--- config.mk ---
export PLATFORM = sky130hd
export DESIGN_NAME = placement_search
export DESIGN_NICKNAME = d
export VERILOG_FILES = /design/src/rtl/placement_pkg.sv /design/src/rtl/placement_score.sv /design/src/rtl/placement_search.sv
export SDC_FILE = /design/constraint.sdc
export NUM_CORES = 1
export LEC_CHECK = 0
export CAP_MARGIN = 10
export CORE_ASPECT_RATIO = 0.6
export CORE_MARGIN = 3
export CORE_UTILIZATION = 30
export CTS_CLUSTER_DIAMETER = 150
export DETAILED_ROUTE_END_ITERATION = 6
export PLACE_DENSITY_LB_ADDON = 0.15
export RECOVER_POWER = 100
export SLEW_MARGIN = 20
export SYNTH_ARGS = -nofsm -noshare
export SYNTH_HDL_FRONTEND = slang
export SYNTH_SLANG_ARGS = --single-unit
--- constraint.sdc ---
create_clock -name clk -period 6.15 [get_ports clk]
set_input_delay 0.9225 -clock clk [delete_from_list [all_inputs] [get_ports clk]]
set_output_delay 0.9225 -clock clk [all_outputs]
set_load 0.1 [all_outputs]
--- src/rtl/placement_pkg.sv ---
// Shared types and the tetromino footprint table for the placement search engine.
package placement_pkg;

  typedef enum logic [2:0] {
    PIECE_I = 3'd0,
    PIECE_O = 3'd1,
    PIECE_T = 3'd2,
    PIECE_S = 3'd3,
    PIECE_Z = 3'd4,
    PIECE_J = 3'd5,
    PIECE_L = 3'd6
  } piece_e;

  localparam int NUM_PIECES = 7;
  localparam int NUM_ROT    = 4;
  // Widest footprint is 4 columns (horizontal I), so 3 bits suffice.
  localparam int FP_W_BITS  = 3;

  typedef enum logic {
    IDLE = 1'b0,
    SCAN = 1'b1
  } state_e;

  // Footprint width in columns for a piece in a given rotation.
  // Odd rotations are the "standing" orientations.
  function automatic logic [FP_W_BITS-1:0] footprint_w(input piece_e piece,
                                                        input logic [1:0] rot);
    logic [FP_W_BITS-1:0] w;
    case (piece)
      PIECE_I: w = rot[0] ? 3'd1 : 3'd4;
      PIECE_O: w = 3'd2;
      default: w = rot[0] ? 3'd2 : 3'd3;
    endcase
    return w;
  endfunction

endpackage

--- src/rtl/placement_score.sv ---
// Combinational fit scorer for one candidate footprint: checks that the
// footprint stays on the board and counts the free rows from the surface down.
module placement_score
  import placement_pkg::*;
#(
  parameter int COLS    = 10,
  parameter int ROWS    = 2,
  parameter int COL_W   = 4,
  parameter int SCORE_W = 3
) (
  input  logic [ROWS*COLS-1:0]  row_info,
  input  logic [COL_W-1:0]      col,
  input  logic [FP_W_BITS-1:0]  w,
  output logic                  legal,
  output logic [SCORE_W-1:0]    score
);

  logic [COLS-1:0] in_fp;
  logic [ROWS-1:0] row_free;

  assign legal = (int'(col) + int'(w)) <= COLS;

  // Column c is covered by the footprint when col <= c < col+w.
  genvar gi;
  generate
    for (gi = 0; gi < COLS; gi++) begin : g_fp_mask
      assign in_fp[gi] = (int'(col) <= gi) && (gi < int'(col) + int'(w));
    end
    for (gi = 0; gi < ROWS; gi++) begin : g_row_free
      assign row_free[gi] = ((row_info[gi*COLS +: COLS] & in_fp) == '0);
    end
  endgenerate

  // Score is the length of the unbroken run of free rows starting at row 0.
  always_comb begin : count_free_prefix
    logic        run;
    int unsigned cnt;
    run = 1'b1;
    cnt = 0;
    for (int r = 0; r < ROWS; r++) begin
      if (run && row_free[r]) cnt = cnt + 1;
      else                    run = 1'b0;
    end
    score = SCORE_W'(cnt);
  end

endmodule

--- src/rtl/placement_search.sv ---
// Multi-cycle placement search: scans every (rotation, column) candidate, one
// per clock, and reports the best-scoring anchor for the requested piece.
module placement_search
  import placement_pkg::*;
#(
  parameter int COLS    = 10,
  parameter int ROWS    = 2,
  parameter int COL_W   = 4,
  parameter int SCORE_W = 3
) (
  input  logic                 clk,
  input  logic                 rst_n,
  input  logic                 req_to_client,
  input  logic [3:0]           cur_block,
  input  logic [3:0]           rot_mask,
  input  logic [ROWS*COLS-1:0] row_info,
  output logic                 resp_from_client,
  output logic                 busy,
  output logic [COL_W-1:0]     opt_col,
  output logic [1:0]           opt_rotation,
  output logic                 opt_found,
  output logic [SCORE_W-1:0]   opt_score
);

  state_e               state_q, state_d;
  piece_e               piece_q, piece_d;
  logic [3:0]           mask_q, mask_d;
  logic [ROWS*COLS-1:0] rows_q, rows_d;
  logic [1:0]           rot_q, rot_d;
  logic [COL_W-1:0]     col_q, col_d;

  logic                 best_found_q, best_found_d;
  logic [SCORE_W-1:0]   best_score_q, best_score_d;
  logic [COL_W-1:0]     best_col_q, best_col_d;
  logic [1:0]           best_rot_q, best_rot_d;

  logic                 opt_found_q, opt_found_d;
  logic [SCORE_W-1:0]   opt_score_q, opt_score_d;
  logic [COL_W-1:0]     opt_col_q, opt_col_d;
  logic [1:0]           opt_rot_q, opt_rot_d;

  logic                 resp_q, resp_d;
  // An invalid piece answers one cycle after it is sampled.
  logic                 inv_q, inv_d;

  logic [FP_W_BITS-1:0] cand_w;
  logic                 cand_legal;
  logic [SCORE_W-1:0]   cand_score;
  logic                 cand_better;
  logic                 last_col;
  logic                 last_cand;

  assign cand_w = footprint_w(piece_q, rot_q);

  placement_score #(
    .COLS    (COLS),
    .ROWS    (ROWS),
    .COL_W   (COL_W),
    .SCORE_W (SCORE_W)
  ) u_score (
    .row_info (rows_q),
    .col      (col_q),
    .w        (cand_w),
    .legal    (cand_legal),
    .score    (cand_score)
  );

  // Strictly-greater replacement keeps the earliest candidate on ties.
  assign cand_better = cand_legal && mask_q[rot_q] && (cand_score > best_score_q);
  assign last_col    = (col_q == COL_W'(COLS - 1));
  assign last_cand   = last_col && (rot_q == 2'd3);

  // Next-state, candidate stepping, best tracking and response generation.
  always_comb begin
    state_d      = state_q;
    piece_d      = piece_q;
    mask_d       = mask_q;
    rows_d       = rows_q;
    rot_d        = rot_q;
    col_d        = col_q;
    best_found_d = best_found_q;
    best_score_d = best_score_q;
    best_col_d   = best_col_q;
    best_rot_d   = best_rot_q;
    opt_found_d  = opt_found_q;
    opt_score_d  = opt_score_q;
    opt_col_d    = opt_col_q;
    opt_rot_d    = opt_rot_q;
    resp_d       = 1'b0;
    inv_d        = 1'b0;

    if (inv_q) begin
      resp_d      = 1'b1;
      opt_found_d = 1'b0;
      opt_score_d = '0;
      opt_col_d   = '0;
      opt_rot_d   = '0;
    end

    case (state_q)
      IDLE: begin
        if (req_to_client) begin
          if (cur_block < 4'(NUM_PIECES)) begin
            piece_d      = piece_e'(cur_block[2:0]);
            mask_d       = rot_mask;
            rows_d       = row_info;
            rot_d        = '0;
            col_d        = '0;
            best_found_d = 1'b0;
            best_score_d = '0;
            best_col_d   = '0;
            best_rot_d   = '0;
            state_d      = SCAN;
          end else begin
            inv_d = 1'b1;
          end
        end
      end
      SCAN: begin
        if (cand_better) begin
          best_found_d = 1'b1;
          best_score_d = cand_score;
          best_col_d   = col_q;
          best_rot_d   = rot_q;
        end
        if (last_col) begin
          col_d = '0;
          rot_d = rot_q + 2'd1;
        end else begin
          col_d = col_q + COL_W'(1);
        end
        if (last_cand) begin
          opt_found_d = best_found_d;
          opt_score_d = best_score_d;
          opt_col_d   = best_col_d;
          opt_rot_d   = best_rot_d;
          resp_d      = 1'b1;
          state_d     = IDLE;
        end
      end
      default: state_d = IDLE;
    endcase
  end

  // State and datapath registers with asynchronous clear.
  always_ff @(posedge clk or negedge rst_n) begin
    if (!rst_n) begin
      state_q      <= IDLE;
      piece_q      <= PIECE_I;
      mask_q       <= '0;
      rows_q       <= '0;
      rot_q        <= '0;
      col_q        <= '0;
      best_found_q <= 1'b0;
      best_score_q <= '0;
      best_col_q   <= '0;
      best_rot_q   <= '0;
      opt_found_q  <= 1'b0;
      opt_score_q  <= '0;
      opt_col_q    <= '0;
      opt_rot_q    <= '0;
      resp_q       <= 1'b0;
      inv_q        <= 1'b0;
    end else begin
      state_q      <= state_d;
      piece_q      <= piece_d;
      mask_q       <= mask_d;
      rows_q       <= rows_d;
      rot_q        <= rot_d;
      col_q        <= col_d;
      best_found_q <= best_found_d;
      best_score_q <= best_score_d;
      best_col_q   <= best_col_d;
      best_rot_q   <= best_rot_d;
      opt_found_q  <= opt_found_d;
      opt_score_q  <= opt_score_d;
      opt_col_q    <= opt_col_d;
      opt_rot_q    <= opt_rot_d;
      resp_q       <= resp_d;
      inv_q        <= inv_d;
    end
  end

  assign busy             = (state_q == SCAN);
  assign resp_from_client = resp_q;
  assign opt_found        = opt_found_q;
  assign opt_score        = opt_score_q;
  assign opt_col          = opt_col_q;
  assign opt_rotation     = opt_rot_q;

endmodule

==> metrics.yaml, run 1 <==
run_status:
  status: "finished, violations left"
  violations: "capacitance limit, slew limit"
synthesis:
  netlist.top_cell.by_area: "dfrtp_1"
  async_reset_ff_frac: 1.000
  ys_types: 51
  avgSynthCellArea_um2: 10.26
  ys_seq_area_frac: 0.4758
  syn-num-nets: 325
  synth_top_cell_area_share: 0.4758
  yosysMostFrequentCell: "dfrtp_1"
  syn_area_um2: 2945
  ys_top_cells_by_count: "56 x dfrtp_1, 27 x mux2_2, 20 x a21oi_1, 20 x o21ai_0, 19 x nand2_1"
  yosysWarnings: 0
  synth_flop_cell: "dfrtp_1"
  synth_seq_cells: 56
  synth-edff-count: 0
  synth.area.top_cells: "dfrtp_1 48%, mux2_2 10%, a21oi_1 3.4%"
  syn_inst: 287
timing:
  fin_tns_setup_ps: 0
  final_max_slew_viol_count: 86
  relSlewSlack: -1.032
  finalCritPeriodShare: 0.8643
  tightest_slew_ps: 3048
  rsz0062_at_grt: "false"
  setup-violations-final: 0
  clock.fmax_ghz: 0.1881
  hold_viol_final: 0
  final.setup_skew_ps: 9.677
  period_needed_ps: 5316
floorplan:
  num_rows: 27
  fp.dieW_um: 133.9
  die-area_um2: 11080
  coreArea_um2: 9358
  initial_core_util: 0.3147
  io-pin-count: 43
  die_h_um: 82.75
routing:
  drt_iter0_markers: 159
  wire_per_inst_um: 17.67
  vias_per_cell: 5.148
  dr.pass1.iters: 4
  drc: 0
  wirelength_um: 8004
  dr_total_vias: 2332
  ant_nets: 0
grt:
  antenna_found_initial: 0
  grt_overflow: 0
  grt_pass1_wl_um: 13230
  track_usage: 0.1570
  grt_pass1_vias: 2319
  grt_max_degree: 57
min_path:
  hold_class: "register to register"
  hold_path.startpoint: "best_rot_q[0]"
  min_to: "best_rot_q[0]"
  whs_path_depth: 2
final_layout:
  antenna_cells: 0
  area_growth_pct: 22.13
  seq_area_um2: 1401
  fillerInstances: 960
  nNetsFinal: 360
  drive_gt1_frac: 0.1207
  multi_input_area_um2: 1398
worst_setup_path:
  path_max_fanout: 16
  cp_slowest_cell: "fa_1"
  reg2reg_to: "best_score_q[0]"
  path_cells: "or3_1 > a21oi_1 > ha_1 > inv_1 > fa_1 > or3b_1 > o32ai_1 > a21oi_1 > a311oi_1 > nand4_1 > nor2_1 > ha_1 > a21oi_1 > o21a_1 > o311ai_0 > a21o_1 > o31ai_1 > a22o_1"
  cp-start-kind: "register"
  end_kind: "register"
  path_buf_inv: 1
  cp.arrival_ps: 5550
  reg2reg_from: "piece_q[1]"
  worst_path_most_repeated_cell: "a21oi_1"
  crit_type: "register to register"
  path_depth: 18
  required_ps: 6390
  r2r_setup_slack_ps: 830
  crit_family: "compound AO/OA/AOI/OAI gates"
  slowest_delay_ps: 630
  reg2reg_depth: 18
clocking:
  clkTransAtPathRegs_ps: 80
  cts_tree: "yes"
  cts-root-buf: "clkbuf_16"
  ctsHoldBuffers: 0
  clockBufferDepth: 2
  clock_latency_ps: 300
  cts_resized: 0
  postCtsSetupRepairBufs: 0
  htree_levels: 2
  clock_sinks: 56
  cts_buffers: 5
placed_design:
  gp_congestion: 0.9303
  io_buffers: 42
  place_hpwl_um: 5902
power_and_ir_drop:
  ir_drop_mv: 0.2342
  power_density_nw_per_um2: 635.2
  total_power_mw: 2.285
  p_leak_nw: 1.570
run:
  cap_violations: 2
## worst max path at each step
stage / from / to / slack (ps)
floorplan: piece_q[1] / opt_score[1] / 1610
global route: piece_q[1] / opt_rotation[1] / 440
global placement: piece_q[1] / opt_rotation[0] / 950
CTS: piece_q[1] / best_score_q[0] / 960
finish: piece_q[1] / best_score_q[0] / 830
detailed placement: piece_q[1] / best_score_q[0] / 970
## area by class of cell
| cell class | instances | area share |
|---|---|---|
| sequential | 56 | 0.3896 |
| inverter | 13 | 0.01357 |
| multi-input combinational | 200 | 0.3885 |
| timing repair buffer | 46 | 0.1207 |
| tap | 130 | 0.04522 |
| clock buffer | 5 | 0.03478 |
| clock inverter | 3 | 0.007652 |
## per-stage QoR
stage                     hold WS (ps)  worst slack, ps    util  instances  cell area (um2)
after global routing             521.3            440.3  0.3844        453             3597
after detailed placement         471.2            969.5  0.3716        445             3477
after CTS                        490.8            958.8  0.3879        453             3630
after global placement           467.6            949.5  0.3716        445             3477
after floorplan                  449.6             1606       -        287             2945
final                            483.8            834.4  0.3844        453             3597
## logic make-up (layout without fill, tap and decap cells)
logic type	Yosys count	after routing	synth area share
fa+ha+maj	7	7	0.03229
simple gates	79	79	0.1364
flops	56	56	0.4758
buf+inv	31	67	0.04248
xor+xnor	2	2	0.005948
compound gates	79	79	0.1793
mux	33	33	0.1279
## power breakdown
part	internal [mW]	switching, mW	leakage [nW]
registers	0.518	0.144	0.715
clock network	0.155	0.145	0.0719
logic	0.507	0.816	0.783
## state kept, by name, summed over array words and instances (netlist names), 3 cells and up
register and count:
best_col_q 4, best_score_q 3, col_q 4, mask_q 4
opt_col 4, opt_score 3, piece_q 3, rows_q 20
## routing by layer
layer / wire [um] / GRT usage / vias to the layer above / part of all wire
li1: - / - / 1132 / -
met1: 4496 / 0.2534 / 1126 / 0.56
met5: 0 / 0 / - / 0
met3: 563 / 0.04843 / 2 / 0.070
met2: 2920 / 0.1979 / 72 / 0.36
met4: 24 / 0.02875 / 0 / 0.0030
## worst min-delay path, delay by kind of cell, from the launching register on
kind	cells	cell delay (ps)
and+or+nand+nor	1	40
AOI/OAI and AO/OA	1	60
DFF	1	350
## layout by cell type (no fill, tap or decap), types with 2 or more instances in the layout
cell type,n
mux2i_1,5
nor4_1,3
mux2_2,27
clkbuf_1,3
a221oi_1,2
nand3_1,16
dlygate4sd3_1,13
nor4bb_1,3
a31oi_1,7
nor2_1,18
dfrtp_1,56
a21oi_1,20
a21o_1,4
or3b_1,2
nor2b_1,2
nand2_1,19
clkbuf_16,5
a22oi_1,2
inv_1,13
ha_1,6
a2111o_1,2
clkdlybuf4s50_1,28
o21ai_0,20
o22ai_1,4
o31ai_1,2
o21a_1,2
nand2b_1,5
o32ai_1,2
nor3_1,3
nand4_1,2
a22o_1,3
(Power assumes the default switching activity.)
==> run 2: changes to the inputs <==
--- a/config.mk
+++ b/config.mk
@@ -5,12 +5,12 @@
 export SDC_FILE = /design/constraint.sdc
 export NUM_CORES = 1
 export LEC_CHECK = 0
-export CAP_MARGIN = 10
 export CORE_ASPECT_RATIO = 0.6
 export CORE_MARGIN = 3
 export CORE_UTILIZATION = 30
 export CTS_CLUSTER_DIAMETER = 150
 export DETAILED_ROUTE_END_ITERATION = 6
+export GPL_TIMING_DRIVEN = 0
 export PLACE_DENSITY_LB_ADDON = 0.15
 export RECOVER_POWER = 100
 export SLEW_MARGIN = 20
==> run 2 against run 1 <==
  * The flow still finishes with violations (capacitance limit, slew limit)
  * Worst setup slack got worse by 280 ps
  * Clock-buffer cell count rose by 1
  * Sequential power fell by 6.4%
  * Die area did not move
  * Clock power rose by 12%
  * Maximum frequency fell by 4.9%
  * Highest routed layer unchanged
==> metrics.yaml, run 2 (synthesized netlist as in run 1, its figures left out) <==
timing:
  hold_viol_final: 0  # unchanged
  clock.fmax_ghz: 0.1788  # -4.9%
  fin_tns_setup_ps: 0  # unchanged
  rsz0062_at_grt: "false"
  finalCritPeriodShare: 0.9093  # +0.04499
  tightest_slew_ps: 1612  # -1436 ps
  period_needed_ps: 5592  # +276.7 ps
  relSlewSlack: -0.07478  # +0.9571
  whs_ps: 486.1  # +2.312 ps
  final_max_slew_viol_count: 59  # -31%
  final.setup_skew_ps: 11.64  # +1.966 ps
  setup-violations-final: 0  # unchanged
routing:
  drc: 0  # unchanged
  drt_iter0_markers: 188  # +18%
  dr_total_vias: 2378  # +2.0%
  wl_met3_um: 466  # -17%
  wirelength_um: 8249  # +3.1%
  wl_met2_um: 2831  # -3.0%
  ant_nets: 0  # unchanged
  vias_per_cell: 5.081  # -1.3%
  dr.pass1.iters: 4  # unchanged
  highest_layer: "met4"
  wire_per_inst_um: 17.63  # -0.24%
  met1_length_um: 4893  # +8.8%
clocking:
  clock_latency_ps: 300  # about the same
  clock_sinks: 56  # unchanged
  postCtsSetupRepairBufs: 0  # unchanged
  cts_resized: 0  # unchanged
  clkTransAtPathRegs_ps: 80  # about the same
  cts_tree: "yes"
  htree_levels: 2  # unchanged
  ctsHoldBuffers: 0  # unchanged
  cts_buffers: 5  # unchanged
  cts-root-buf: "clkbuf_16"
  clockBufferDepth: 2  # unchanged
grt:
  track_usage: 0.1632  # +0.006183
  antenna_found_initial: 0  # unchanged
  grt_pass1_vias: 2382  # +2.7%
  grt_max_degree: 30  # -47%
  grt_overflow: 0  # unchanged
  grt_pass1_wl_um: 13580  # +2.6%
run_status:
  status: "finished, violations left"
  violations: "capacitance limit, slew limit"
final_layout:
  largest_reg_flops: 20  # unchanged
  fillerInstances: 957  # -0.31%
  nNetsFinal: 375  # +4.2%
  multi_input_area_um2: 1398  # unchanged
  drive_gt1_frac: 0.1243  # +0.003517
  regMostFlops: "rows_q"
  final_cell_mix: "56 x dfrtp_1, 28 x clkdlybuf4s50_1, 27 x mux2_2"
  seq_area_um2: 1401  # unchanged
  final_area_um2: 3672  # +2.1%
  area_growth_pct: 24.68
  fin_cells: 468  # +3.3%
  final_core_util: 0.3924  # +0.008022
  antenna_cells: 0  # unchanged
  layout_commonest_cell: "dfrtp_1"
power_and_ir_drop:
  power_density_nw_per_um2: 642.9  # +1.2%
  ir_drop_mv: 0.2009  # -14%
  p_leak_nw: 1.602  # +2.0%
run:
  cap_violations: 2  # unchanged
placed_design:
  place_inst: 460  # +3.4%
  io_buffers: 42  # unchanged
  gp_congestion: 0.9269  # -0.37%
  place_hpwl_um: 6462  # +9.5%
  placed_area_um2: 3546  # +2.0%
floorplan:
  coreArea_um2: 9358  # unchanged
  io-pin-count: 43  # unchanged
  fp.dieW_um: 133.9  # unchanged
  num_rows: 27  # unchanged
  initial_core_util: 0.3147  # unchanged
  die_h_um: 82.75  # unchanged
  die-area_um2: 11080  # unchanged
worst_setup_path:
  end_kind: "register"
  reg2reg_to: "best_score_q[0]"
  r2r_setup_slack_ps: 560  # -280 ps
  crit_path_end: "best_score_q[0]"
  reg2reg_from: "piece_q[1]"
  crit_start: "piece_q[1]"
  reg2reg_depth: 19  # +1
  cp-start-kind: "register"
  crit_type: "register to register"
  cp.arrival_ps: 5830  # +280 ps
  required_ps: 6390  # about the same
  path_max_fanout: 7  # -9
min_path:
  hold_class: "register to register"
  hold_path.startpoint: "best_col_q[0]"
## run 2: changes by cell type in the layout (fill, tap and decap cells not counted)
cell / previous run / this run
or2_2: 0 / 1
bufinv_16: 0 / 1
inv_6: 0 / 1
inv_8: 1 / 0
clkinvlp_4: 1 / 0
clkinv_4: 1 / 0
or2_0: 1 / 0
buf_2: 1 / 4
clkbuf_1: 3 / 16
## run 2: final cells by class
| type | instances | share of cell area |
|---|---|---|
| inverter | 13 | 0.01329 |
| buffer | 18 | 0.02078 |
| tap | 130 | 0.04429 |
| sequential | 56 | 0.3816 |
| multi-input combinational | 200 | 0.3806 |
| timing repair buffer | 43 | 0.1138 |
| clock inverter | 2 | 0.01056 |
| clock buffer | 6 | 0.03509 |
## run 2: per-layer routing
| metal | track usage | up-vias |
|---|---|---|
| met2 | 0.2029 | 58 |
| li1 | - | 1157 |
| met3 | 0.03692 | 5 |
| met1 | 0.2721 | 1158 |
| met4 | 0.03388 | 0 |
| met5 | 0 | - |
## run 2: worst min-delay path by stage
stage | slack (ps) | endpoint | depth (start not counted)
final | 490 | best_col_q[0] | 2
after detailed placement | 470 | best_col_q[3] | 2
after CTS | 490 | best_col_q[3] | 2
after global routing | 510 | best_col_q[3] | 2
after floorplan | 450 | best_col_q[0] | 2
after global placement | 460 | best_col_q[1] | 2
## run 2: per-stage QoR
stage,worst slack (ps),total power [mW]
after floorplan,1606,1.684
after CTS,762.3,2.411
after detailed placement,772.7,2.070
after global routing,240.9,2.556
after global placement,692.2,2.073
final,557.7,2.361
## run 2: critical path, stage by stage (launching register included)
cell and delay (ps):
dfrtp_1 390, or3_1 490, a21oi_1 260, ha_1 260, inv_1 70, fa_1 640
nand2b_1 120, o32ai_1 650, o32ai_1 240, a311oi_1 370, nand4_1 220, nor2_1 190
ha_1 260, a21oi_1 150, o21a_1 140, o311ai_0 120, a21o_1 180, buf_2 170
o31ai_1 410, a22o_1 210
## run 2: power breakdown
group | switching [mW] | internal (mW) | leakage (nW)
registers | 0.100 | 0.518 | 0.715
logic | 0.881 | 0.524 | 0.805
clock network | 0.143 | 0.194 | 0.0815
total | 1.12 | 1.24 | 1.60
